==> src/rtl/controlador_venda.sv <==
// Sale controller for a vending machine: latches the product price, gates coins
// to the accumulator, triggers the comparator and drives the dispense/refund pulses.
module controlador_venda #(
   parameter int T_LIMITE = 50,
   parameter int T_PULSO  = 4
) (
   input  logic       CLK,
   input  logic       rst,
   input  logic [1:0] sel,
   input  logic       escolher,
   input  logic       confirma,
   input  logic       cancela,
   input  logic [1:0] VM_in,
   input  logic       LP,
   input  logic       DM,
   input  logic [3:0] vTotal,
   output logic [1:0] VM,
   output logic [2:0] vProduto,
   output logic       TL,
   output logic       rstA,
   output logic       rstC,
   output logic       liberar,
   output logic       devolver,
   output logic [3:0] troco,
   output logic       ocupado
);

   typedef enum logic [2:0] {
      LIMPA, IDLE, SELECIONADO, DISPARA, ESPERA, LIBERA, DEVOLVE
   } estado_t;

   localparam logic [7:0] TIMER_FIM = 8'(T_LIMITE - 1);
   localparam logic [3:0] PULSO_FIM = 4'(T_PULSO - 1);

   estado_t    estado_q, estado_d;
   logic [7:0] timer_q, timer_d;
   logic [3:0] cont_q, cont_d;
   logic [2:0] preco_q, preco_d;
   logic [3:0] troco_q, troco_d;
   logic [3:0] preco_ext;
   logic [3:0] sobra;

   function automatic logic [2:0] preco_de(input logic [1:0] s);
      case (s)
         2'b00:   return 3'd3;
         2'b01:   return 3'd4;
         2'b10:   return 3'd5;
         default: return 3'd7;
      endcase
   endfunction

   // Change never goes negative: underpayment with LP asserted yields zero.
   assign preco_ext = {1'b0, preco_q};
   assign sobra     = (vTotal >= preco_ext) ? (vTotal - preco_ext) : 4'd0;

   always_ff @(posedge CLK or posedge rst) begin
      if (rst) begin
         estado_q <= LIMPA;
         timer_q  <= '0;
         cont_q   <= '0;
         preco_q  <= '0;
         troco_q  <= '0;
      end else begin
         estado_q <= estado_d;
         timer_q  <= timer_d;
         cont_q   <= cont_d;
         preco_q  <= preco_d;
         troco_q  <= troco_d;
      end
   end

   always_comb begin
      estado_d = estado_q;
      timer_d  = timer_q;
      cont_d   = cont_q;
      preco_d  = preco_q;
      troco_d  = troco_q;
      unique case (estado_q)
         LIMPA: estado_d = IDLE;
         IDLE: begin
            if (escolher) begin
               preco_d  = preco_de(sel);
               timer_d  = '0;
               estado_d = SELECIONADO;
            end
         end
         SELECIONADO: begin
            timer_d = (VM_in != 2'b00) ? 8'd0 : timer_q + 8'd1;
            // A coin on the expiry cycle keeps the sale open.
            if (cancela) begin
               troco_d  = vTotal;
               cont_d   = '0;
               estado_d = DEVOLVE;
            end else if (confirma || (VM_in == 2'b00 && timer_q == TIMER_FIM)) begin
               estado_d = DISPARA;
            end
         end
         DISPARA: begin
            cont_d   = '0;
            estado_d = ESPERA;
         end
         ESPERA: begin
            if (LP) begin
               troco_d  = sobra;
               cont_d   = '0;
               estado_d = LIBERA;
            end else if (DM || cont_q == 4'd1) begin
               troco_d  = vTotal;
               cont_d   = '0;
               estado_d = DEVOLVE;
            end else begin
               cont_d = cont_q + 4'd1;
            end
         end
         LIBERA, DEVOLVE: begin
            if (cont_q == PULSO_FIM) begin
               troco_d  = '0;
               estado_d = LIMPA;
            end else begin
               cont_d = cont_q + 4'd1;
            end
         end
         default: estado_d = LIMPA;
      endcase
   end

   always_comb begin
      VM       = (estado_q == SELECIONADO) ? VM_in : 2'b00;
      vProduto = preco_q;
      troco    = troco_q;
      TL       = (estado_q == DISPARA);
      rstA     = (estado_q == LIMPA);
      rstC     = (estado_q == LIMPA);
      liberar  = (estado_q == LIBERA);
      devolver = (estado_q == DEVOLVE);
      ocupado  = (estado_q != IDLE);
   end

endmodule

==> config.mk <==
export PLATFORM = sky130hd
export DESIGN_NAME = controlador_venda
export DESIGN_NICKNAME = d
export VERILOG_FILES = /design/src/rtl/controlador_venda.sv
export SDC_FILE = /design/constraint.sdc
export NUM_CORES = 1
export LEC_CHECK = 0
export ABC_AREA = 1
export CAP_MARGIN = 40
export CELL_PAD_IN_SITES_DETAIL_PLACEMENT = 0
export CELL_PAD_IN_SITES_GLOBAL_PLACEMENT = 2
export CORE_UTILIZATION = 31
export CTS_BUF_LIST = sky130_fd_sc_hd__clkbuf_4 sky130_fd_sc_hd__clkbuf_8
export DETAILED_ROUTE_END_ITERATION = 8
export MAX_ROUTING_LAYER = met4
export PLACE_DENSITY = 0.83
export SYNTH_ARGS = -nofsm -noshare
export SYNTH_HDL_FRONTEND = slang
export SYNTH_SLANG_ARGS = --single-unit
==> constraint.sdc <==
create_clock -name CLK -period 4.8 [get_ports CLK]
set_clock_uncertainty 0.15 [all_clocks]
set_input_delay 0.72 -clock CLK [delete_from_list [all_inputs] [get_ports CLK]]
set_output_delay 0.72 -clock CLK [all_outputs]
set_load 0.01 [all_outputs]
# Word-level counts from Yosys, hierarchy flattened
# Cells that the tools add are included.
# totals
register_bits,22
input_bits,15
word_cells,66
# op_classes
addsub,3
magnitude_cmp,1
n_eq_ne,18
mux,23
reduce_logical,16
# ops
op,count
4-bit two-way mux,9
3-bit two-way mux,6
3-bit one-hot mux with 6 select lines,1
8-bit two-way mux,2
4-bit one-hot mux with 4 select lines,1
8-bit one-hot mux with 2 select lines,1
4-bit one-hot mux with 3 select lines,1
3-bit equality test (second input constant),3
3-bit one-hot mux with 3 select lines,1
8-bit by 1-bit adder with 8-bit output (second input constant),1
8-bit by 6-bit equality test with 1-bit output (second input constant),1
2-bit != test (second input constant),4
4-bit AND reduction,2
3-bit by 2-bit equality test with 1-bit output (second input constant),2
3-bit != test (second input constant),2
4-bit by 1-bit adder with 4-bit output (second input constant),1
4-bit by 1-bit equality test with 1-bit output (second input constant),1
4-bit by 2-bit equality test with 1-bit output (second input constant),1
4-bit by 3-bit >= comparator with 1-bit output,1
2-bit zero test,2
2-bit AND reduction,2
2-bit nonzero test,2
4-bit nonzero test,1
4-bit by 3-bit subtractor with 4-bit output,1
other kinds (11),12

# Depth between registers and ports, before layout
# Gate-level depths: netlist of run 1.
# logic_depth
depth_word,6
mapped_depth,11
depth_no_buf,11

# Worst setup path after synthesis of run 1
# No wires, ideal clock.
# synth_path
path_type,input to register
from,input vTotal[0]
to,register troco_q[2] (netlist: troco[2])
setup_ns,0.116
arrival_time_ns,1.772
required_time_ns,4.534
path_slack_ns,2.762
path_stages,10
cell_sequence,inv_1 -> ha_1 -> inv_1 -> fa_1 -> nand2_1 -> nand3_1 -> o211ai_1 -> o21ai_0 -> nand2_1 -> nand2_1
# synth_between
elab_chain_len,4
word_cells_on_any_way,5
# synth_lines
element,line_no,rtl
start: declaration,16,"input logic [3:0] vTotal,"
4-bit by 3-bit subtractor with 4-bit output or 4-bit by 3-bit >= comparator with 1-bit output (tied branches),54,assign sobra = (vTotal >= preco_ext) ? (vTotal - preco_ext) : 4'd0;
4-bit two-way mux (*),54,
4-bit two-way mux (*),103,if (LP) begin
4-bit one-hot mux with 3 select lines (*),78,unique case (estado_q)
end signal: assignment,68,troco_q <= troco_d;
end: declaration,39,"logic [3:0] troco_q, troco_d;"
# Mark *: on every way between the ends. The rest lies on a longest branch, timed or not.
# A chain may end at the register's enable or synchronous reset.

# Final worst setup path of run 1
# layout_path
from,input VM_in[1]
to,output VM[1]
# layout_between
elab_chain_len,1
# layout_lines
element,line_no,rtl
start: declaration,13,"input logic [1:0] VM_in,"
2-bit two-way mux,128,VM = (estado_q == SELECIONADO) ? VM_in : 2'b00;
end: declaration,17,"output logic [1:0] VM,"
# No other way between the ends.

==> results of run 1 <==
[kinds of logic after synthesis]
kind of cell	after synthesis	share of synthesized area, %
AND/OR/NAND/NOR	119	34.02
buffers and inverters	41	11.37
AO/OA/AOI/OAI	24	8.484
flip-flops	22	36.24
adder cells (fa/ha/maj)	10	8.732
XOR/XNOR	2	1.153
[worst paths after layout]
kind / from / endpoint / slack [ps] / cells after the start
max in group asynchronous: rst / troco[1] / 3540 / 3
max: VM_in[1] / VM[1] / 2060 / 4
min: troco[0] / troco[0] / 350 / 2
min in group asynchronous: rst / timer_q[5] / 570 / 2
max reg2reg: estado_q[1] / timer_q[7] / 3030 / 6
min reg2reg: troco[0] / troco[0] / 350 / 2
[per-layer routing]
metal  track usage, %  vias up  routed length (um)
li1                 -      746                   -
met1            20.02      610                1647
met2            26.42       19                1641
met4            2.614        0                  19
met5                -        -                   0
met3            2.917        2                  77
[worst register-to-register path: stages (launching register included)]
cell and delay [ps]:
dfrtp_1 510, nor2_1 240, nand3_1 240, nand2_1 210
inv_1 130, nand2_1 70, o21ai_0 90
[stage by stage]
stage	hold slack (ps)	setup WS (ps)	instance area (um^2)	utilization, %	total power, W
3_5_place_dp	328.0	2059	1891	40.03	0.0008811
2_1_floorplan	344.4	2762	1519	-	0.0006889
6_report	346.5	2065	1962	41.54	0.001039
4_1_cts	350.0	2059	1962	41.54	0.001063
3_3_place_gp	321.0	2070	1863	39.44	0.0008774
5_1_grt	384.1	1968	1962	41.54	0.001154
[final cells by class]
class / instances / area (um^2)
sequential: 22 / 550.5
multi-input combinational: 155 / 795.8
clock buffer: 3 / 41.29
timing repair buffer: 30 / 317.8
inverter: 38 / 142.6
tap: 67 / 83.83
clock inverter: 1 / 30.03
fill: 486 / 2761
[report_power, final]
part / internal [W] / leakage (nW) / switching, W
combinational: 0.000238 / 0.680 / 0.000317
sequential: 0.000245 / 0.287 / 0.0000649
clock: 0.000111 / 0.0357 / 0.0000620
total: 0.000595 / 1.00 / 0.000444
[state kept, by name, indices dropped and copies added (netlist names)]
signal / count
cont_q: 4
estado_q: 3
vProduto: 3
timer_q: 8
troco: 4
[cell usage in the layout, fill, tap and decap left out]
| master | instances |
|---|---|
| nor3b_1 | 1 |
| a31oi_1 | 1 |
| nor2_4 | 1 |
| nand3_4 | 1 |
| nor3_1 | 4 |
| o22ai_1 | 4 |
| nand2_2 | 1 |
| bufinv_16 | 1 |
| nand2_1 | 70 |
| a21oi_1 | 6 |
| buf_16 | 1 |
| fa_1 | 1 |
| nand4_1 | 3 |
| o21ai_1 | 1 |
| nand3_2 | 1 |
| clkbuf_8 | 3 |
| o21ai_0 | 11 |
| xor2_1 | 1 |
| nor2_1 | 21 |
| o211ai_1 | 1 |
| inv_1 | 38 |
| clkdlybuf4s50_1 | 29 |
| nand3_1 | 13 |
| or2_1 | 1 |
| ha_1 | 9 |
| xnor2_1 | 1 |
| or2_2 | 1 |
| dfrtp_1 | 22 |
| nor2_2 | 1 |
==> reports/metrics.csv, run 1 <==
metric;value;unit
first-pass GRT wire length;6.154;mm
total wire length;3.385;mm
IO Pins;30;
FP Rows;25;
vias in the first global route;1354;
Layout Nets;275;
Slew headroom;76.35;%
CP cell instances;clkdlybuf4s50_1 -> inv_1 -> nor2_1 -> clkdlybuf4s50_1;
Vias/cell;4.358;
post-CTS setup buffer count;0;
Worst Max-Slew Pin Slew;354.3;ps
Mapped Cells;218;
distinct cell type count after synthesis;27;
Fin. Hold Viols;0;
crit path launch type;input pin;
CP required;3930;ps
top cells by area, synth;dfrtp_1 (36%), nand2_1 (17%), inv_1 (9.4%);
all-layer global routing usage;15.69;%
clock sinks;22;
Chip Height;72;um
synthesized area per cell;6.968;um^2
CP max FO;2;
FMAX;365.6;MHz
largest net degree at the start of global routing;17;
Die W;72;um
initial antenna violation count;0;
Die Area;0.005184;mm^2
Routability Congestion;0.7963;
Async S/R FF share, synth;100.0;%
max_cap viols;0;
clock-pin slew on the worst setup and hold paths;80;ps
fraction of layout cells with a size suffix above 1;4.418;%
slowest CP cell;clkdlybuf4s50_1;
First DRT Iteration DRCs;35;
period utilisation layout;56.99;%
vias after detailed routing;1377;
DRC errors left;0;
Slew Limit Fails;0;
crit path buf inv count;3;
Finished Layout Cells;316;
clk buf depth;2;
leakage;1.003;nW
setup violators final;0;
Power Density;529.5;mW/mm^2
GRT overflow;0;
area leader, netlist;dfrtp_1;
ANT nets after route;0;
top cell family by delay on the critical path;buffers and inverters;
Seq/Total Area, Yosys;36.24;%
# port buffers;29;
top_reg_cell synth;dfrtp_1;
flops & latches, synth;22;
Final min period;2735;ps
Critical Path AT;1870;ps
# hold bufs at CTS;0;
P&R area growth vs syn;29.16;%
RSZ-0062 raised after global routing;false;
ANT cells;0;
kind of critical path;in2out;
endpoint type of the worst setup path;primary output;
Initial Utilization;32.16;%
First-pass DRT Iterations;4;
Post-Syn Area;0.001519;mm^2
post-synth top area share;36.24;%
CTS tree;yes;
CTS Buf Count;3;
peak supply drop;0.1691;mV
yosys warns;0;
number of synthesized flops with an enable pin;0;
CP max stage delay;540;ps
Synth top cells by count;nand2_1 (70), inv_1 (38), dfrtp_1 (22);
clk_lat worst skew;260;ps
Hold Path Class;reg2reg;
syn_nets;243;
Placeable Area;0.004723;mm^2
count leader, synth;nand2_1;
root buffer cell;clkbuf_8;
setup_tns;0;ps
routed len/inst;10.71;um
status;finished, final reports clean;
dpl cells;312;
Post-DP HPWL;2.842;mm
most used cell, CP;clkdlybuf4s50_1;
post_cts resized;0;
H-tree levels;1;
Power figures use the tool's default switching activity.
==> run 2: changes to the inputs <==
- CORE_UTILIZATION: 31 -> 29
- PLACE_DENSITY: 0.83 -> 0.78
- clock period: 4.8 -> 2.53 ns (I/O delays scaled with it)
==> run 2 against run 1 <==
  * Sequential power increased by 89%
  * Hold slack lost 52 ps
  * Core utilization down 2.1 points
  * Register-to-register slack worse by 2300 ps
  * Critical path depth is the same
  * Routed wire length grew 1.5%
  * Flip-flop and latch count did not move
  * Cell count unchanged
  * First-iteration DRC count up 34%
  * Critical endpoint is now VM[0]
  * Largest cell class unchanged
==> reports/metrics.csv, run 2 (same netlist as run 1, synthesis figures left out) <==
metric;value;unit;change
First-pass DRT Iterations;4;;unchanged
R2R cell count;6;;unchanged
CTS tree;yes;;unchanged
Placeable Area;0.004880;mm^2;was 0.004723 mm^2
period utilisation layout;87.73;%;
multi-input logic area;795.8;um^2;unchanged
CP required;2000;ps;was 3930 ps
kind of critical path;reg2out;;was in2out
Vias/cell;4.304;;was 4.358
Die W;74.37;um;was 72 um
# hold bufs at CTS;0;;unchanged
FP Rows;25;;unchanged
max_cap viols;0;;unchanged
Final min period;2220;ps;
CP max FO;6;;was 2
# port buffers;29;;unchanged
setup violators final;0;;unchanged
Sw Pwr;0.0008509;W;was 0.0004441 W
fraction of layout cells with a size suffix above 1;4.418;%;unchanged
Slew Limit Fails;0;;unchanged
vias in the first global route;1340;;was 1,354
CTS Buf Count;3;;unchanged
root buffer cell;clkbuf_8;;unchanged
ANT nets after route;0;;unchanged
endpoint type of the worst setup path;primary output;;unchanged
Critical Path AT;1690;ps;was 1870 ps
leakage;0.9881;nW;was 1.003 nW
vias after detailed routing;1360;;was 1,377
P&R area growth vs syn;26.77;%;was 29.16%
Setup crit start;estado_q[2];;was VM_in[1]
first-pass GRT wire length;5.892;mm;was 6.154 mm
initial antenna violation count;0;;unchanged
Pint;0.001051;W;was 0.0005947 W
largest net degree at the start of global routing;23;;was 17
Slew headroom;75.93;%;was 76.35%
Post-DP HPWL;2.765;mm;was 2.842 mm
FMAX;450.5;MHz;
Comb power frac;55.6;%;was 53.5%
Die Area;0.005531;mm^2;was 0.005184 mm^2
Initial Utilization;31.13;%;was 32.16%
ANT cells;0;;unchanged
# fillers;542;;was 486
Sequential Power Share;30.8;%;was 29.8%
most frequent cells in the layout;nand2_1 (70), inv_1 (38), clkdlybuf4s50_1 (29);;unchanged
all-layer global routing usage;14.27;%;was 15.69%
GRT overflow;0;;unchanged
H-tree levels;1;;unchanged
Chip Height;74.37;um;was 72 um
FF+latch area;550.5;um^2;unchanged
clk_lat worst skew;260;ps;about the same
First DRT Iteration DRCs;47;;was 35
Routability Congestion;0.7682;;was 0.7963
Layout Nets;275;;unchanged
largest register by flop count;timer_q;;unchanged
clk buf depth;2;;unchanged
Sw Ratio;44.74;%;was 42.75%
Final Power;0.001902;W;was 0.001039 W
Worst Max-Slew Pin Slew;361.0;ps;was 354.3 ps
clock sinks;22;;unchanged
commonest non-fill, non-tap cell in the layout;nand2_1;;unchanged
routed len/inst;10.87;um;was 10.71 um
peak supply drop;0.3677;mV;was 0.1691 mV
crit path launch type;register;;was input pin
max FFs per register;8;;unchanged
Fin. Hold Viols;0;;unchanged
setup_tns;0;ps;unchanged
post-CTS setup buffer count;0;;unchanged
Hold Path Class;in2async;;was reg2reg
worst reg2reg startpoint;estado_q[1];;unchanged
clock-pin slew on the worst setup and hold paths;80;ps;about the same
DRC errors left;0;;unchanged
IO Pins;30;;unchanged
Power Density;987.6;mW/mm^2;was 529.5 mW/mm^2
total wire length;3.436;mm;was 3.385 mm
Clk pwr share;13.6;%;was 16.7%
RSZ-0062 raised after global routing;false;;unchanged
status;finished, final reports clean;;unchanged
post_cts resized;0;;unchanged
==> run 2: cell count changes in the layout (fill, tap and decap cells not counted), sizes merged <==
cell / change
bufinv: -1
clkbuf: +1
==> run 2: metal layers <==
metal | track usage (%) | part of all wire, % | wire, um
met1 | 18.17 | 49 | 1674
met2 | 23.62 | 48 | 1635
met3 | 3.252 | 3.3 | 113
met4 | 1.887 | 0.35 | 12
met5 | - | 0 | 0
==> run 2: layout make-up <==
class / count / share of cell area, %
Multi-Input combinational cell: 155 / 41.33
Sequential cell: 22 / 28.59
Timing Repair Buffer: 30 / 15.46
Inverter: 38 / 7.407
Tap cell: 67 / 4.353
Clock buffer: 4 / 2.859
==> run 2: worst paths after layout <==
path,end,slack (ps)
hold / removal,timer_q[7],290
setup reg to reg,timer_q[5],760
hold reg to reg,troco[0],340
setup / recovery,VM[0],310
max in group asynchronous,cont_q[3],1710
min in group CLK,troco[0],340
==> run 2: critical path: stages, from the launching register on <==
cell and delay, ps:
dfrtp_1 450, inv_1 200, nand3_4 130, nor2_1 110
clkdlybuf4s50_1 540
==> run 2: stage by stage <==
stage | setup WS, ps | instance area, um^2 | utilization, % | std cells | hold WS [ps]
global route | 176.8 | 1926 | 39.46 | 316 | 330.3
floorplan | 832.0 | 1519 | - | 218 | 218.7
finish | 310.4 | 1926 | 39.46 | 316 | 294.2
detailed placement | 272.5 | 1871 | 38.33 | 312 | 320.1
CTS | 275.6 | 1926 | 39.46 | 316 | 302.7
global placement | 301.7 | 1871 | 38.33 | 312 | 322.1
==> run 2: power groups by stage <==
stage,sequential (W),combinational (W),clock [W]
after global placement,0.000598,0.00108,0
after CTS,0.000591,0.00108,0.000267
after floorplan,0.000567,0.000740,0
final,0.000586,0.00106,0.000258
after global routing,0.000606,0.00124,0.000284
after detailed placement,0.000596,0.00108,0
==> run 3: changes to the inputs <==
- GPL_TIMING_DRIVEN: not set -> 1
==> results of run 3 <==
No change in the layout: final DEF, timing and power equal those of run 2.
==> RTL change (config.mk and constraints of run 3) <==
Encoding of `estado_t`: now one-hot (7 bits for 7 values).
--- a/src/rtl/controlador_venda.sv
+++ b/src/rtl/controlador_venda.sv
@@ -25,8 +25,8 @@
    output logic       ocupado
 );
 
-   typedef enum logic [2:0] {
-      LIMPA, IDLE, SELECIONADO, DISPARA, ESPERA, LIBERA, DEVOLVE
+   typedef enum logic [6:0] {
+      LIMPA = 7'b0000001, IDLE = 7'b0000010, SELECIONADO = 7'b0000100, DISPARA = 7'b0001000, ESPERA = 7'b0010000, LIBERA = 7'b0100000, DEVOLVE = 7'b1000000
    } estado_t;
 
    localparam logic [7:0] TIMER_FIM = 8'(T_LIMITE - 1);
Function: no difference found for any inputs over 10 cycles, from zero or initial values and one cycle with rst high; not proved beyond that.
==> RTL change against run 3 <==
- synthesized area rose by 24%
- core utilization fell by 2.6 points
- combinational power fell by 28%
- sequential share of layout area fell by 0.56 points
- largest cell class unchanged
- highest routed layer unchanged
- cell area rose by 21%
- total power fell by 15%
- worst setup slack got worse by 0.16 ns
- wire length rose by 26%
- sequential cell count rose by 4
- critical path depth rose by 2
- largest power group unchanged
- register-to-register slack got worse by 0.13 ns
- maximum frequency fell by 6.6%
==> RTL change: results (changes against run 3) <==
metric,value,unit,change
status,"complete, no violations",,unchanged
gpl congestion,0.7716,,was 0.7682
share of layout cells above drive strength 1,0.1590,,was 0.04418
"top cells by count, synth","69 x nand2_1, 32 x inv_1, 25 x dfrtp_1",,"was 70 x nand2_1, 38 x inv_1, 22 x dfrtp_1"
vias in the first global route,1681,,was 1340
initial DRC count,62,,was 47
post-synthesis xor/xnor area fraction,0.01856,,was 0.01153
worst-case clock buffer depth,2,,unchanged
pin count of the biggest net entering global routing,27,,was 23
count of cell types in the netlist,28,,was 27
HP Class,in -> async,,unchanged
arrival time of the worst setup path,1.85,ns,was 1.69 ns
Adder-Cell Fraction of Synth Area,0.07025,,was 0.08731
Post-DP HPWL,3.375,mm,was 2.765 mm
Worst Max-Slew Pin Slew,0.3492,ns,was 0.3610 ns
first-pass GRT wire length,7.686,mm,was 5.892 mm
Vias,1641,,was 1360
Synthesized Nets,275,,was 243
Pleak,0.001153,µW,was 0.0009881 µW
GRT Util Overall,0.1501,,was 0.1427
Avg WL per Cell,11.99,µm,was 10.87 µm
critical path peak fanout,3,,was 6
peak supply drop,0.0003448,V,was 0.0003677 V
"Seq/Total Area, Yosys",0.3453,,was 0.3624
Top delay family on crit path,buffers and inverters,,unchanged
Nets,309,,was 275
post-synthesis compound-gate area fraction,0.07422,,was 0.08484
top post-synthesis cells by area,"dfrtp_1 33%, nand2_1 14%, inv_1 6.4%",,"was dfrtp_1 36%, nand2_1 17%, inv_1 9.4%"
## RTL change: cell count changes after synthesis, moves of 4 or more
cell,delta
inv_2,+6
nand4_1,+4
nor2_4,+6
o22ai_1,-4
inv_1,-6
nand3_2,+8
nand3_1,+5
## RTL change: stage by stage
stage | instances | hold WS [ns] | worst slack [ns] | instance area, µm² | utilization
finish | 360 | 0.3096 | 0.1533 | 2326 | 0.3684
global route | 360 | 0.3751 | 0.01524 | 2326 | 0.3684
detailed placement | 356 | 0.3196 | 0.1219 | 2275 | 0.3603
CTS | 360 | 0.3212 | 0.1174 | 2323 | 0.3680
global placement | 356 | 0.3170 | 0.1745 | 2275 | 0.3603
floorplan | 250 | 0.2688 | 0.6996 | 1888 | -
## RTL change: logic make-up (layout without fill, tap and decap cells)
logic type      after synthesis  after routing
simple gates                147            147
buf+inv                      39             72
flops                        26             26
compound gates               24             24
fa+ha+maj                    10             10
xor+xnor                      4              4
## RTL change: area by class of cell
type	instances	area (µm²)
Clock buffer	4	48.80
Inverter	38	142.6
Timing Repair Buffer	30	300.3
Tap cell	77	96.34
Fill cell	707	3988
Sequential cell	26	651.9
Multi-Input combinational cell	185	1086
## RTL change: worst paths after layout
check                                         from                 endpoint  slack (ns)  cells past startpoint
setup / recovery           estado_q[5]$_DFFE_PP0P_                     rstC        0.15                      6
hold / removal                                 rst   timer_q[2]$_DFFE_PP0P_        0.31                      3
setup reg to reg           vProduto[0]$_DFFE_PP0P_     troco[3]$_DFFE_PP0P_        0.63                     11
hold reg to reg               troco[3]$_DFFE_PP0P_     troco[3]$_DFFE_PP0P_        0.34                      2
max in group asynchronous                      rst  estado_q[0]$_DFFE_PP1P_        1.62                      3
min in group CLK              troco[3]$_DFFE_PP0P_     troco[3]$_DFFE_PP0P_        0.34                      2
## RTL change: repair_timing
item                                    CTS  global route
hold endpoints to repair                  0             0
endpoints found under the setup margin    0             1
gates resized for setup                   0             1
## RTL change: power breakdown
part	switching (µW)	total, µW	internal, µW	leakage [µW]
Sequential	77.4	592	515	0.000346
Clock	133	257	123	0.0000262
Combinational	426	766	340	0.000781
Total	636	1610	978	0.00115
## RTL change: worst min-delay path, stage by stage
cell             delay (ns)
clkdlybuf4s50_1        0.39
inv_1                  0.05
buf_4                  0.32
## RTL change: layer usage
layer	global-route usage	vias to the layer above	part of all wire
met5	-	-	0
met4	0.03621	0	0.0049
met3	0.01648	2	0.029
met2	0.2443	28	0.44
met1	0.1987	748	0.53
li1	-	863	-
